## src/rtl/alu_operand_fwd_stage_pkg.sv

```systemverilog
// Shared constants for the ALU operand forwarding stage: forwarding tags,
// default widths (matching the DATA_BUS width) and the operand source indices.
package alu_operand_fwd_stage_pkg;

    localparam int DATA_W_DEF     = 16;
    localparam int REG_ADDR_W_DEF = 4;

    typedef enum logic [1:0] {
        FWD_NONE  = 2'd0,
        FWD_EXMEM = 2'd1,
        FWD_MEMWB = 2'd2
    } fwd_tag_e;

    localparam int SRC_T    = 0;
    localparam int SRC_SP   = 1;
    localparam int SRC_RZ   = 2;
    localparam int SRC_REGA = 3;

endpackage

```

## src/rtl/alu_operand_fwd_stage_hit_unit.sv

```systemverilog
// Register-address match logic shared by the operand and branch hazard paths:
// produces EX/MEM and MEM/WB hits, the forwarding tag and the load-use request.
module fwd_hit_unit
    import alu_operand_fwd_stage_pkg::*;
#(
    parameter int REG_ADDR_W = REG_ADDR_W_DEF
) (
    input  logic                  in_valid,
    input  logic                  flush,
    input  logic                  src_is_reg,
    input  logic [REG_ADDR_W-1:0] src_reg_addr,
    input  logic                  exmem_wr_en,
    input  logic [REG_ADDR_W-1:0] exmem_wr_addr,
    input  logic                  exmem_is_load,
    input  logic                  memwb_wr_en,
    input  logic [REG_ADDR_W-1:0] memwb_wr_addr,
    output logic                  hit_ex,
    output logic                  hit_wb,
    output fwd_tag_e              tag,
    output logic                  load_use_stall
);

    always_comb begin
        hit_ex = src_is_reg & exmem_wr_en & (exmem_wr_addr == src_reg_addr);
        hit_wb = src_is_reg & memwb_wr_en & (memwb_wr_addr == src_reg_addr);

        // A load in EX/MEM cannot forward yet, so an older MEM/WB match may win.
        if (hit_ex && !exmem_is_load) begin
            tag = FWD_EXMEM;
        end else if (hit_wb) begin
            tag = FWD_MEMWB;
        end else begin
            tag = FWD_NONE;
        end

        load_use_stall = in_valid & hit_ex & exmem_is_load & ~flush;
    end

endmodule

```

## src/rtl/alu_operand_fwd_stage.sv

```systemverilog
// ID/EX operand latch for one ALU operand: source select, EX/MEM and MEM/WB
// forwarding, load-use bubble insertion and a saturating bubble counter.
module alu_operand_fwd_stage
    import alu_operand_fwd_stage_pkg::*;
#(
    parameter int DATA_W     = DATA_W_DEF,
    parameter int REG_ADDR_W = REG_ADDR_W_DEF,
    parameter int NUM_SRC    = 4,
    parameter int SEL_W      = 2,
    parameter int CNT_W      = 8
) (
    input  logic                      clk,
    input  logic                      rst,
    input  logic                      in_valid,
    input  logic [NUM_SRC*DATA_W-1:0] src_data,
    input  logic [SEL_W-1:0]          src_sel,
    input  logic                      src_is_reg,
    input  logic [REG_ADDR_W-1:0]     src_reg_addr,
    input  logic                      exmem_wr_en,
    input  logic [REG_ADDR_W-1:0]     exmem_wr_addr,
    input  logic [DATA_W-1:0]         exmem_wr_data,
    input  logic                      exmem_is_load,
    input  logic                      memwb_wr_en,
    input  logic [REG_ADDR_W-1:0]     memwb_wr_addr,
    input  logic [DATA_W-1:0]         memwb_wr_data,
    input  logic                      stall_in,
    input  logic                      flush,
    output logic                      load_use_stall,
    output logic [DATA_W-1:0]         op_data,
    output logic                      op_valid,
    output logic [1:0]                fwd_src,
    output logic [CNT_W-1:0]          hazard_cnt
);

    logic              hit_ex;
    logic              hit_wb;
    fwd_tag_e          tag;
    logic [DATA_W-1:0] base;
    logic [DATA_W-1:0] fwd;

    logic [DATA_W-1:0] op_data_q,    op_data_d;
    logic              op_valid_q,   op_valid_d;
    fwd_tag_e          fwd_src_q,    fwd_src_d;
    logic [CNT_W-1:0]  hazard_cnt_q, hazard_cnt_d;

    fwd_hit_unit #(
        .REG_ADDR_W (REG_ADDR_W)
    ) u_hit (
        .in_valid       (in_valid),
        .flush          (flush),
        .src_is_reg     (src_is_reg),
        .src_reg_addr   (src_reg_addr),
        .exmem_wr_en    (exmem_wr_en),
        .exmem_wr_addr  (exmem_wr_addr),
        .exmem_is_load  (exmem_is_load),
        .memwb_wr_en    (memwb_wr_en),
        .memwb_wr_addr  (memwb_wr_addr),
        .hit_ex         (hit_ex),
        .hit_wb         (hit_wb),
        .tag            (tag),
        .load_use_stall (load_use_stall)
    );

    // Unpopulated select codes read as zero rather than aliasing a real source.
    always_comb begin
        base = '0;
        for (int i = 0; i < NUM_SRC; i++) begin
            if (int'(src_sel) == i) begin
                base = src_data[i*DATA_W +: DATA_W];
            end
        end
    end

    always_comb begin
        if (hit_ex && !exmem_is_load) begin
            fwd = exmem_wr_data;
        end else if (hit_wb) begin
            fwd = memwb_wr_data;
        end else begin
            fwd = base;
        end
    end

    // Flush beats stall, and a stalled stage neither bubbles nor counts.
    always_comb begin
        op_data_d    = op_data_q;
        op_valid_d   = op_valid_q;
        fwd_src_d    = fwd_src_q;
        hazard_cnt_d = hazard_cnt_q;
        if (flush) begin
            op_valid_d = 1'b0;
            fwd_src_d  = FWD_NONE;
        end else if (stall_in) begin
            op_valid_d = op_valid_q;
        end else if (load_use_stall) begin
            op_valid_d = 1'b0;
            fwd_src_d  = FWD_NONE;
            if (hazard_cnt_q != {CNT_W{1'b1}}) begin
                hazard_cnt_d = hazard_cnt_q + CNT_W'(1);
            end
        end else begin
            op_data_d  = fwd;
            op_valid_d = in_valid;
            fwd_src_d  = in_valid ? tag : FWD_NONE;
        end
    end

    always_ff @(posedge clk or posedge rst) begin
        if (rst) begin
            op_data_q    <= '0;
            op_valid_q   <= 1'b0;
            fwd_src_q    <= FWD_NONE;
            hazard_cnt_q <= '0;
        end else begin
            op_data_q    <= op_data_d;
            op_valid_q   <= op_valid_d;
            fwd_src_q    <= fwd_src_d;
            hazard_cnt_q <= hazard_cnt_d;
        end
    end

    assign op_data    = op_data_q;
    assign op_valid   = op_valid_q;
    assign fwd_src    = fwd_src_q;
    assign hazard_cnt = hazard_cnt_q;

endmodule

```

## config.mk

```make
export PLATFORM = sky130hd
export DESIGN_NAME = alu_operand_fwd_stage
export DESIGN_NICKNAME = d
export VERILOG_FILES = /design/src/rtl/alu_operand_fwd_stage_pkg.sv /design/src/rtl/alu_operand_fwd_stage_hit_unit.sv /design/src/rtl/alu_operand_fwd_stage.sv
export SDC_FILE = /design/constraint.sdc
export NUM_CORES = 1
export LEC_CHECK = 0
export ABC_CLOCK_PERIOD_IN_PS = 2310
export CELL_PAD_IN_SITES_DETAIL_PLACEMENT = 1
export CELL_PAD_IN_SITES_GLOBAL_PLACEMENT = 2
export CORE_MARGIN = 3
export CORE_UTILIZATION = 20
export DETAILED_ROUTE_END_ITERATION = 10
export PLACE_DENSITY = 0.88
export SYNTH_ARGS = -nofsm -noshare
export SYNTH_HDL_FRONTEND = slang
export SYNTH_SLANG_ARGS = --single-unit
export TNS_END_PERCENT = 30
```

## constraint.sdc

```tcl
create_clock -name clk -period 2.31 [get_ports clk]
set_input_delay 0.231 -clock clk [delete_from_list [all_inputs] [get_ports clk]]
set_output_delay 0.231 -clock clk [all_outputs]
set_load 0.01 [all_outputs]
```

==> results.yml <==
run_status:
  status: "complete, no violations"
synth:
  ys_ff_latch: 27
  synthArstFlopShare: 1.00
  synth_fa_ha_area_frac: 0.00626
  yosys_warnings: 0
  syn_avg_cell_area_um2: 10.6
  synth_mux_area_frac: 0.186
  yosys.area_share.simple: 0.146
  synthTopCellsByCount: "dfrtp_1, nor2_1, nand2_1, a21boi_0, mux4_2"
  ys.flop_type: "dfrtp_1"
  synth.area.top_cells: "dfrtp_1, mux4_2, a21boi_0"
  synth_top_family_by_area: "compound AO/OA/AOI/OAI gates"
  yosys.area.top_type: "dfrtp_1"
  synth_most_common_cell: "dfrtp_1"
  syn_nets: 308
  synth-edff-count: 0
  synth_top_area_share: 0.338
  syn_area_mm2: 0.00200
  synth-compound-area-share: 0.222
  yosys.cell_types.count: 33
  synth_xor_area_frac: 0.0657
  synthCells: 188
  yosysSeqAreaShare: 0.338
drt:
  drcViolationCount: 0
  viasPerCell: 4.45
  dr.pass1.iters: 4
  wl_um: 7550
  final_antenna_net_count: 0
  wl_met1_um: 3080
  dr_wl_met2_um: 3940
  route.met3.wl_um: 469
  initialDrtViolationCount: 48
  wire_per_inst_um: 16.1
  top_layer: "met4"
  via_count: 2085
critical_path:
  reg2reg_slack_ps: 730
  cp_data_required_time_ps: 2080
  cp-end-kind: "output port"
  worst-path-max-fanout: 2
  crit_slowest_cell: "or4_4"
  timing.rr.end: "hazard_cnt[1]$_DFFE_PP0P_"
  crit_arrival_ps: 2000
  r2r-start: "hazard_cnt[0]$_DFFE_PP0P_"
  critPathMaxStageDelay_ps: 520
  cp_cell_sequence: "clkdlybuf4s50_1 -> xor2_2 -> or4_4 -> or2_2 -> nor2_1 -> clkdlybuf4s15_2"
  start_kind: "input pin"
  reg2reg_depth: 6
  critPathKind: "in2out"
power:
  p_leak_nw: 1.46
  ir_worst_vdd_v: 0.000236
  power_mw: 1.40
  cellPowerDensity_mw_per_mm2: 371
sta:
  slew-limit-headroom: 0.737
  finalMaxSlewViolations: 0
  period_minus_slack_ps: 2230
  finalSetupViolations: 0
  worst_pin_slew_ps: 390
  finClkSkew_ps: 2.21
  fin_hold_ws_ps: 317
  period_share: 0.966
  setup_ws_ps: 79.2
  setup_tns_ps: 0
  rsz0062_at_grt: "no"
  finalHoldViolCount: 0
  fmax_ghz: 0.448
clock_network:
  root_buffer: "clkbuf_8"
  cts_setup_buffers: 0
  clk_pin_slew_ps: 90
  cts_tree: "done"
  h-tree-depth: 1
  cts_made_buffers: 3
  cts.sinks: 27
  hold_buffers: 0
  cts_buffer_depth: 2
  insertion_delay_ps: 270
floorplanning:
  coreArea_mm2: 0.00946
  die_w_um: 106
  io-pin-count: 147
  die_h_um: 106
  die_area_mm2: 0.0112
  rows: 35
  start_util: 0.211
finish:
  fin_nets: 461
  diodes: 0
  syn2layout_area_growth_pct: 89.3
  fin_util: 0.400
  fin_area_mm2: 0.00378
  stdcell_count: 469
  drive_gt1_frac: 0.156
global_route:
  grt_usage: 0.131
  grt_pass1_vias: 2301
  antenna_found_initial: 0
  grt_max_degree: 33
  grt_pass1_wl_um: 11800
  grt_overflow: 0
placed_design:
  pre_cts_ws_ps: -317
  routabilityCongestion: 0.754
  io_buffers: 146
  placed_cell_area_mm2: 0.00373
  hpwl_um: 6630
  dp_cells: 465
worst_hold_path:
  holdCritPathClass: "in2async"
flow_run:
  max-cap-violations: 0
-- layout make-up --
cell class	count	area, µm²
multi-input combinational	146	1260
fill	1075	5680
timing repair buffer	162	1630
inverter	1	3.75
clock buffer	4	45.0
sequential	27	676
tap	129	161
-- state kept, by name, summed over array words and instances (netlist names) --
| signal | cells |
|---|---|
| hazard_cnt | 8 |
| op_valid | 1 |
| fwd_src | 2 |
| op_data | 16 |
-- power breakdown --
group          switching [mW]  internal [mW]
Clock                   0.149          0.124
Combinational           0.204          0.382
Sequential             0.0261          0.520
-- cells by family after synthesis --
group,Yosys count
fa+ha+maj,1
compound gates,53
buf+inv,15
flops,27
simple gates,60
mux,17
xor+xnor,15
-- what timing repair did --
action,CTS,global route
endpoints found under the hold margin,0,0
endpoints found under the setup margin,1,1
gates resized for setup,4,2
-- critical path, delay by kind of cell --
| family | cells | cell delay [ps] |
|---|---|---|
| buffers and inverters | 2 | 680 |
| xor gates and xnor gates | 1 | 170 |
| and+or+nand+nor | 3 | 930 |
-- worst max path at each step --
stage,to,from
2_1_floorplan,hazard_cnt[1]$_DFFE_PP0P_,src_reg_addr[3]
3_3_place_gp,load_use_stall,src_reg_addr[0]
3_5_place_dp,load_use_stall,src_reg_addr[3]
4_1_cts,load_use_stall,src_reg_addr[0]
5_1_grt,load_use_stall,exmem_wr_addr[0]
6_report,load_use_stall,exmem_wr_addr[0]
-- metal layers --
| metal | global-route usage | vias to the layer above |
|---|---|---|
| met5 | 0 | - |
| met4 | 0.0250 | 0 |
| met3 | 0.0213 | 4 |
| met2 | 0.244 | 73 |
| met1 | 0.159 | 987 |
| li1 | - | 1021 |
-- cell usage in the layout (no fill, tap or decap) --
cell and instances:
a22oi_1 2, clkdlybuf4s50_1 143, nor2_1 21, nor2b_1 1
nand2_1 20, buf_4 12, and2_1 1, nor4_1 1
dfrtp_1 27, o31ai_1 7, dlygate4sd2_1 1, buf_12 4
o21ai_2 1, xnor2_1 8, o31ai_2 9, a21boi_0 16
dlymetal6s2s_1 1, xor2_2 1, clkdlybuf4s15_2 1, a211oi_1 15
nor3_1 1, nor3b_4 1, mux4_2 16, mux2_2 1
nand3_1 2, or2_2 1, and3_1 3, o21ai_0 1
a32oi_1 1, inv_1 1, a211oi_2 1, nand4_1 5
or4_4 1, nand3b_1 1, nor3_2 1, clkbuf_8 3
ha_1 1, clkbuf_1 1, xor2_1 6
(Power assumes the default switching activity.)
